**config.mk**
```make
export PLATFORM = sky130hd
export DESIGN_NAME = scaled_pixel_addr_gen
export DESIGN_NICKNAME = d
export VERILOG_FILES = /design/src/rtl/vga_pkg.sv /design/src/rtl/scale_counter.sv /design/src/rtl/scaled_pixel_addr_gen.sv
export SDC_FILE = /design/constraint.sdc
export NUM_CORES = 1
export LEC_CHECK = 0
export CORE_MARGIN = 3
export CORE_UTILIZATION = 35
export DETAILED_ROUTE_END_ITERATION = 12
export HOLD_SLACK_MARGIN = 0.1
export PLACE_DENSITY = 0.63
export SLEW_MARGIN = 20
export SYNTH_ARGS = -nofsm -noshare
export SYNTH_HDL_FRONTEND = slang
export SYNTH_SLANG_ARGS = --single-unit
```
**constraint.sdc**
```tcl
create_clock -name clk -period 2.3 [get_ports clk]
set_input_delay 0.46 -clock clk [delete_from_list [all_inputs] [get_ports clk]]
set_output_delay 0.46 -clock clk [all_outputs]
set_load 0.02 [all_outputs]
```
**src/rtl/vga_pkg.sv**
```systemverilog
`default_nettype none
// ============================================================================
// Module   : vga_pkg
// Brief    : Shared 640x480 VGA timing constants and sub-counter sizing.
// Revision : 1.0
// ============================================================================
package vga_pkg;

    localparam int c_H_VISIBLE    = 640;
    localparam int c_V_VISIBLE    = 480;
    localparam int c_H_TOTAL      = 800;
    localparam int c_V_TOTAL      = 525;
    localparam int c_H_DISP_START = 144;
    localparam int c_V_DISP_START = 35;
    localparam int c_CNT_W        = 10;

    // Scale factors go up to 8, so a 3-bit sub-counter covers 0..7
    localparam int c_SUB_W        = 3;

endpackage : vga_pkg
`default_nettype wire

```
**src/rtl/scale_counter.sv**
```systemverilog
`default_nettype none
// ============================================================================
// Module   : scale_counter
// Brief    : Modulo-N sub-counter with same-cycle restart and terminal count.
// Revision : 1.0
// ============================================================================
module scale_counter #(
    parameter int N = 5,
    parameter int W = 3
) (
    input  logic clk,
    input  logic rst,
    input  logic i_clear,
    input  logic i_restart,
    input  logic i_enable,
    output logic o_tc
);

    localparam logic [W-1:0] c_LAST = W'(N - 1);

    logic [W-1:0] r_count;
    logic [W-1:0] w_cur;

    // Restart makes this cycle count as position 0 without a wasted clock
    always_comb begin
        w_cur = i_restart ? '0 : r_count;
        o_tc  = i_enable && (w_cur == c_LAST);
    end

    always_ff @(posedge clk or posedge rst) begin
        if (rst) begin
            r_count <= '0;
        end else if (i_clear) begin
            r_count <= '0;
        end else if (i_enable) begin
            r_count <= o_tc ? '0 : (w_cur + W'(1));
        end
    end

endmodule : scale_counter
`default_nettype wire

```
**src/rtl/scaled_pixel_addr_gen.sv**
```systemverilog
`default_nettype none
// ============================================================================
// Module   : scaled_pixel_addr_gen
// Brief    : Maps VGA hcount/vcount onto an integer-scaled image window and
//            emits image column, row and linear memory address.
// Revision : 1.0
// ============================================================================
module scaled_pixel_addr_gen
    import vga_pkg::*;
#(
    parameter int IMG_W        = 128,
    parameter int IMG_H        = 96,
    parameter int SCALE_H      = 5,
    parameter int SCALE_V      = 5,
    parameter int H_DISP_START = c_H_DISP_START,
    parameter int V_DISP_START = c_V_DISP_START,
    parameter int X_OFF        = 0,
    parameter int Y_OFF        = 0,
    parameter int XW           = 7,
    parameter int YW           = 7,
    parameter int AW           = 14
) (
    input  logic               clk,
    input  logic               reset,
    input  logic [c_CNT_W-1:0] hcount,
    input  logic [c_CNT_W-1:0] vcount,
    input  logic               mirror_x,
    output logic [XW-1:0]      x_addr,
    output logic [YW-1:0]      y_addr,
    output logic [AW-1:0]      mem_addr,
    output logic               pix_valid,
    output logic               frame_start
);

    localparam logic [10:0]   c_H_LO      = 11'(H_DISP_START + X_OFF);
    localparam logic [10:0]   c_H_HI      = 11'(H_DISP_START + X_OFF + IMG_W * SCALE_H);
    localparam logic [10:0]   c_H_LAST    = 11'(H_DISP_START + X_OFF + IMG_W * SCALE_H - 1);
    localparam logic [10:0]   c_V_LO      = 11'(V_DISP_START + Y_OFF);
    localparam logic [10:0]   c_V_HI      = 11'(V_DISP_START + Y_OFF + IMG_H * SCALE_V);
    localparam logic [XW-1:0] c_X_MAX     = XW'(IMG_W - 1);
    localparam logic [YW-1:0] c_Y_MAX     = YW'(IMG_H - 1);
    localparam logic [AW-1:0] c_LINE_STEP = AW'(IMG_W);

    logic [10:0]   w_h;
    logic [10:0]   w_v;
    logic          w_frame_clr;
    logic          w_win;
    logic          w_first_col;
    logic          w_last_col;
    logic          w_h_tc;
    logic          w_v_tc;
    logic [XW-1:0] w_x_cur;
    logic [XW-1:0] w_x_eff;
    logic [AW-1:0] w_addr;

    logic [XW-1:0] r_x;
    logic [YW-1:0] r_y;
    logic [AW-1:0] r_line_base;
    logic          r_mirror;
    logic          r_aligned;

    always_comb begin
        w_h         = {1'b0, hcount};
        w_v         = {1'b0, vcount};
        w_frame_clr = (hcount == '0) && (vcount == '0);
        // Counters are meaningless after reset until a frame clear realigns them
        w_win       = r_aligned
                      && (w_h >= c_H_LO) && (w_h < c_H_HI)
                      && (w_v >= c_V_LO) && (w_v < c_V_HI);
        w_first_col = (w_h == c_H_LO);
        w_last_col  = (w_h == c_H_LAST);
        w_x_cur     = w_first_col ? '0 : r_x;
        w_x_eff     = r_mirror ? (c_X_MAX - w_x_cur) : w_x_cur;
        w_addr      = r_line_base + AW'(w_x_eff);
    end

    scale_counter #(
        .N (SCALE_H),
        .W (c_SUB_W)
    ) u_h_sub (
        .clk       (clk),
        .rst       (reset),
        .i_clear   (w_frame_clr),
        .i_restart (w_first_col),
        .i_enable  (w_win),
        .o_tc      (w_h_tc)
    );

    scale_counter #(
        .N (SCALE_V),
        .W (c_SUB_W)
    ) u_v_sub (
        .clk       (clk),
        .rst       (reset),
        .i_clear   (w_frame_clr),
        .i_restart (1'b0),
        .i_enable  (w_win && w_last_col),
        .o_tc      (w_v_tc)
    );

    always_ff @(posedge clk or posedge reset) begin
        if (reset) begin
            r_x         <= '0;
            r_y         <= '0;
            r_line_base <= '0;
            r_mirror    <= 1'b0;
            r_aligned   <= 1'b0;
        end else if (w_frame_clr) begin
            r_y         <= '0;
            r_line_base <= '0;
            r_mirror    <= mirror_x;
            r_aligned   <= 1'b1;
        end else if (w_win) begin
            r_x <= w_x_cur + XW'(w_h_tc);
            // Row saturates so lines past the image never wrap back to row 0
            if (w_last_col && w_v_tc && (r_y != c_Y_MAX)) begin
                r_y         <= r_y + YW'(1);
                r_line_base <= r_line_base + c_LINE_STEP;
            end
        end
    end

    always_ff @(posedge clk or posedge reset) begin
        if (reset) begin
            pix_valid   <= 1'b0;
            frame_start <= 1'b0;
            x_addr      <= '1;
            y_addr      <= '1;
            mem_addr    <= '1;
        end else begin
            pix_valid   <= w_win;
            frame_start <= w_frame_clr;
            if (w_win) begin
                x_addr   <= w_x_eff;
                y_addr   <= r_y;
                mem_addr <= w_addr;
            end else begin
                x_addr   <= '1;
                y_addr   <= '1;
                mem_addr <= '1;
            end
        end
    end

endmodule : scaled_pixel_addr_gen
`default_nettype wire
```
## Word level (Yosys, flattened, before mapping)

Index checks and enable logic that the tools add are counted.

- Output and inout port bits: 30
- Register bits: 66
- Logic and storage cells: 64
- Input port bits: 23

- Equal/unequal tests: 5
- Bitwise gates (word level): 1
- Add/sub/neg operators: 7
- Reductions and logical operators: 17
- Order comparisons: 4
- Mux-type cells: 18

Operators with widths:

| kind | number |
|---|---|
| $mux W14 | 4 |
| $mux W7 | 7 |
| $mux W3 | 7 |
| $logic_not A10 Y1 | 2 |
| $lt A10 B10 Y1 const B | 2 |
| $add A14 B7 Y14 | 1 |
| $add A14 B8 Y14 const B | 1 |
| $eq A10 B10 Y1 const B | 1 |
| $eq A10 B8 Y1 const B | 1 |
| $ge A10 B6 Y1 const B | 1 |
| $ge A10 B8 Y1 const B | 1 |
| $logic_and A1 B1 Y1 | 10 |
| $add A7 B1 Y7 | 1 |
| $add A7 B1 Y7 const B | 1 |
| $ne A7 B7 Y1 const B | 1 |
| $sub A7 B7 Y7 const A | 1 |
| $add A3 B1 Y3 const B | 2 |
| $eq A3 B3 Y1 const B | 2 |
| $reduce_bool A2 Y1 | 3 |
| $reduce_and A2 Y1 | 2 |
| $not A1 Y1 | 1 |

## Longest topological paths before layout

- Depth in word-level cells: 12
- Mapped depth: 12
- Mapped depth without buffers: 12

## By module

From an unflattened synthesis, not the netlist that was laid out.

- Cell total of the unflattened synthesis: 310
- Area total of the unflattened synthesis: 3060.4 µm²

Modules (own cells, without submodules):

| module | area each (µm²) | times used | cells an instance | sequential area each (µm²) |
|---|---|---|---|---|
| scaled_pixel_addr_gen | 2645.0 | 1 | 264 | 1361.3 |
| scale_counter | 207.7 | 2 | 23 | 75.1 |

## Worst setup path before layout

Ideal clock, no wire load.

- Kind: input -> register
- Start point: in hcount[0]
- End point: reg r_x[4]
- Stages on the path: 11
- Setup time: 0.101 ns
- Required time: 2.199 ns
- Setup slack: -0.537 ns
- Buffers on the path: 0
- Arrival: 2.736 ns
- Cell sequence: nor4_1 > nand3_1 > nand2_1 > ha_1 > nand3_1 > nor2_1 > ha_1 > ha_1 > inv_1 > or3_1 > o32ai_1

- Longest elaborated chain between the ends: 7
- Elaborated cells on any way between the ends: 16
- Those cells by class: add/sub (1); order compare (2); eq/ne (2); mux (2); bitwise (1); reduce/logical (8)

RTL lines:

| what | line | source |
|---|---|---|
| from (decl) | scaled_pixel_addr_gen.sv:25 | `input logic [c_CNT_W-1:0] hcount,` |
| $ge A10 B8 Y1 | scaled_pixel_addr_gen.sv:68 | `&& (w_h >= c_H_LO) && (w_h < c_H_HI)` |
| $logic_and A1 B1 Y1 (2 in a row) | scaled_pixel_addr_gen.sv:68 |  |
| $logic_and A1 B1 Y1 (2 in a row) | scaled_pixel_addr_gen.sv:69 | `&& (w_v >= c_V_LO) && (w_v < c_V_HI);` |
| $logic_and A1 B1 Y1 | scale_counter.sv:27 | `o_tc = i_enable && (w_cur == c_LAST);` |
| $add A7 B1 Y7 | scaled_pixel_addr_gen.sv:114 | `r_x <= w_x_cur + XW'(w_h_tc);` |
| to (signal assigned) | scaled_pixel_addr_gen.sv:114 |  |
| to (decl) | scaled_pixel_addr_gen.sv:56 | `logic [XW-1:0] r_x;` |

Several ways; a longest one is shown, not always the timed one.
A chain may end at the register's enable or synchronous reset.

## Final worst setup path

- Start point: in vcount[0]
- End point: reg r_x[4]

- Longest elaborated chain between the ends: 5
- Elaborated cells on any way between the ends: 10
- Those cells by class: add/sub (1); order compare (2); bitwise (1); reduce/logical (6)

RTL lines:

| what | line | source |
|---|---|---|
| from (decl) | scaled_pixel_addr_gen.sv:26 | `input logic [c_CNT_W-1:0] vcount,` |
| $ge A10 B6 Y1 | scaled_pixel_addr_gen.sv:69 |  |
| $logic_and A1 B1 Y1 (2 in a row) | scaled_pixel_addr_gen.sv:69 |  |
| $logic_and A1 B1 Y1 | scale_counter.sv:27 |  |
| $add A7 B1 Y7 | scaled_pixel_addr_gen.sv:114 |  |

Several ways; a longest one is shown, not always the timed one.

==> metrics <==
Mapped Area 0.003088 mm²; crit end category register; Pre-antenna DRT Iters 4; critical-path cell list buf_6, a2111oi_4, and4_4, nor3_4, or2_4, nor2_4, ha_4, ha_4, inv_2, or3_4, o32ai_2; clk buf depth 2; WHS 494.0 ps; synth-to-layout area growth 47.29%; All-Layer GR Usage 0.1599; Inserted Clock Buffers 9; Min Clock Period, post-route 2290 ps; Worst-Skew Late Latency 330 ps; Die W 99.93 µm; Port Buf Inserts 52; Synth Area per Inst 10.06 µm²; Syn Nets 339; Ant. Diodes 0; Post-DP Area 0.004113 mm²; FILL cells 735; EDFF count, synth 0; Final Cell Area 0.004548 mm²; Crit path largest cell delay 400 ps; max-cap viol count 0; fraction of registers with async set/reset 1.000; CTS root buf clkbuf_8; CP startpoint kind input pin; sequential share of the synthesized area 0.4895; Post-route DRC 0; H-tree Lvls 3; core area 0.008382 mm²; Leak 1.907 nW; CP Data Required Time 2540 ps; crit share post-route 0.9957; TNS Setup 0 ps; critical path class in2reg; vias in the first global route 2758; Worst path slowest cell a2111oi_4; Placer Congestion 0.8355; DRT iter0 DRCs 147; Buf/Inv on CP 2; Main synth FF type dfrtp_1; drt wl/cell 14.99 µm; Routed WL 7765 µm; Max IR drop VDD 218.6 µV; Final setup violation count 0; layout cell share with drive strength beyond 1 0.3874; dpl hpwl 5311 µm; Power Total 2.199 mW; synthesized flop and latch total 59; grt ovf 0; initial antenna violation count 0; hold violation count in the final report 0; largest net degree at the start of global routing 60; Rel. slew slack 0.5434; critical path's top delay family simple AND/OR/NAND/NOR gates; post-route ant nets 0; CTS tree done; Fin Clk Skew 11.11 ps; Die Area 0.009986 mm²; vias 2739; clock sinks 59; Fmax 436.7 MHz; PwrDens 483.6 mW/mm²; Crit Path Max Fanout 3; RSZ-0062 raised after global routing true; Arrival @ worst endpoint 2530 ps; CTS clk-pin slew, worst paths 70 ps; top-level port count 53; layout net count 440; Starting Density 0.3684; final slew viol count 0; Synthesis Warnings 0; Mapped Cells 307; HP Class reg2reg; post-synthesis cell type count 63; Worst-Margin Slew 684.9 ps; Post-CTS Hold Fix Bufs 0; Vert. Die Dim 99.93 µm; DR vias/cell 5.288; most used cell, CP ha_4; row count 33; first-pass GRT wire length 12780 µm; status finished, final reports clean
-- layout make-up --
class,count,area [µm²],share of cell area
clock buffers,13,178.9,0.03934
clock inverters,3,43.79,0.009629
inverters,16,60.06,0.01320
multi-input cells,216,1695,0.3728
flip-flops and latches,59,1511,0.3323
well taps,105,131.4,0.02889
repair buffers,106,927.1,0.2039
-- repair_timing --
item                       in CTS  in global routing
pin swaps                      15                 21
buffers inserted                6                  2
gates cloned                    0                  0
setup endpoints to repair      24                  6
gates resized for setup        63                 42
-- layout by cell type (no fill, tap or decap), drive strengths merged, types with 4 or more instances in the layout --
| cell type | count |
|---|---|
| buf | 61 |
| nand2 | 34 |
| clkdlybuf4s50 | 32 |
| dfrtp | 31 |
| dfstp | 28 |
| or3 | 22 |
| nand3 | 19 |
| clkbuf | 19 |
| inv | 16 |
| o21ai | 15 |
| a21oi | 12 |
| o31ai | 11 |
| nor2 | 9 |
| ha | 9 |
| nor3 | 9 |
| or4 | 7 |
| xor2 | 6 |
| o211ai | 5 |
| or2 | 5 |
| nand3b | 4 |
| clkdlybuf4s15 | 4 |
-- where the power goes --
| part | switching, mW | internal [mW] |
|---|---|---|
| registers | 0.0000324 | 1.04 |
| clock network | 0.410 | 0.619 |
| logic | 0.0691 | 0.0616 |
-- final timing paths --
path                                        from                     to  slack [ps]  cells after the start
min in group asynchronous                  reset     r_y[4]$_DFFE_PP0P_         510                      3
hold reg to reg               r_x[0]$_DFFE_PP0P_     r_x[0]$_DFFE_PP0P_         490                      1
setup reg to reg           r_aligned$_DFFE_PP0P_     r_x[4]$_DFFE_PP0P_          70                     10
setup / recovery                       vcount[0]     r_x[4]$_DFFE_PP0P_          10                     11
max in group asynchronous                  reset  mem_addr[5]$_DFF_PP1_        1490                      3
hold / removal                r_x[0]$_DFFE_PP0P_     r_x[0]$_DFFE_PP0P_         490                      1
-- per-layer routing --
metal / global-route usage / vias up / part of all wire
li1: - / 1320 / -
met1: 0.2077 / 1325 / 0.43
met2: 0.2499 / 72 / 0.48
met3: 0.04031 / 22 / 0.052
met4: 0.07563 / 0 / 0.037
met5: 0 / - / 0
-- cell usage after synthesis (all sizes together) (6+ instances only) --
library cell  count  share of area
nor3              9          0.020
dfrtp            31           0.25
dfstp            28           0.24
nand2            34          0.041
ha                9          0.036
o31ai            11          0.033
nor2              9          0.011
a21oi            12          0.019
or4               7          0.019
inv              16          0.019
o21ai            15          0.024
or3              22          0.045
nand3            19          0.031
clkbuf           10          0.012
xor2              6          0.019
buf               6          0.012
-- logic make-up (layout without fill, tap and decap cells) --
family | count (synthesis) | after routing | share of synthesized area
multiplexers | 4 | 4 | 0.01378
AND/OR/NAND/NOR | 129 | 129 | 0.2374
AO/OA/AOI/OAI | 65 | 65 | 0.1532
flip-flops | 59 | 59 | 0.4895
XOR/XNOR | 8 | 8 | 0.02512
buffers and inverters | 32 | 138 | 0.04336
adder cells (fa/ha/maj) | 9 | 9 | 0.03647
other | 1 | 1 | 0.001214
-- per-stage QoR --
step                instances  worst slack (ps)  utilization
global route              518            -50.43       0.5426
detailed placement        494            -878.2       0.4907
global placement          494            -757.9       0.4907
floorplan                 307            -332.1            -
CTS                       516            -70.38       0.5272
finish                    518             9.848       0.5426
-- sequential cells by signal, indices dropped and copies added, names as in the netlist --
name             cells
r_y                  7
r_line_base          7
y_addr               7
r_x                  7
x_addr               7
r_aligned            1
mem_addr            14
r_mirror             1
u_v_sub.r_count      3
pix_valid            1
frame_start          1
u_h_sub.r_count      3
(Power assumes the default switching activity.)
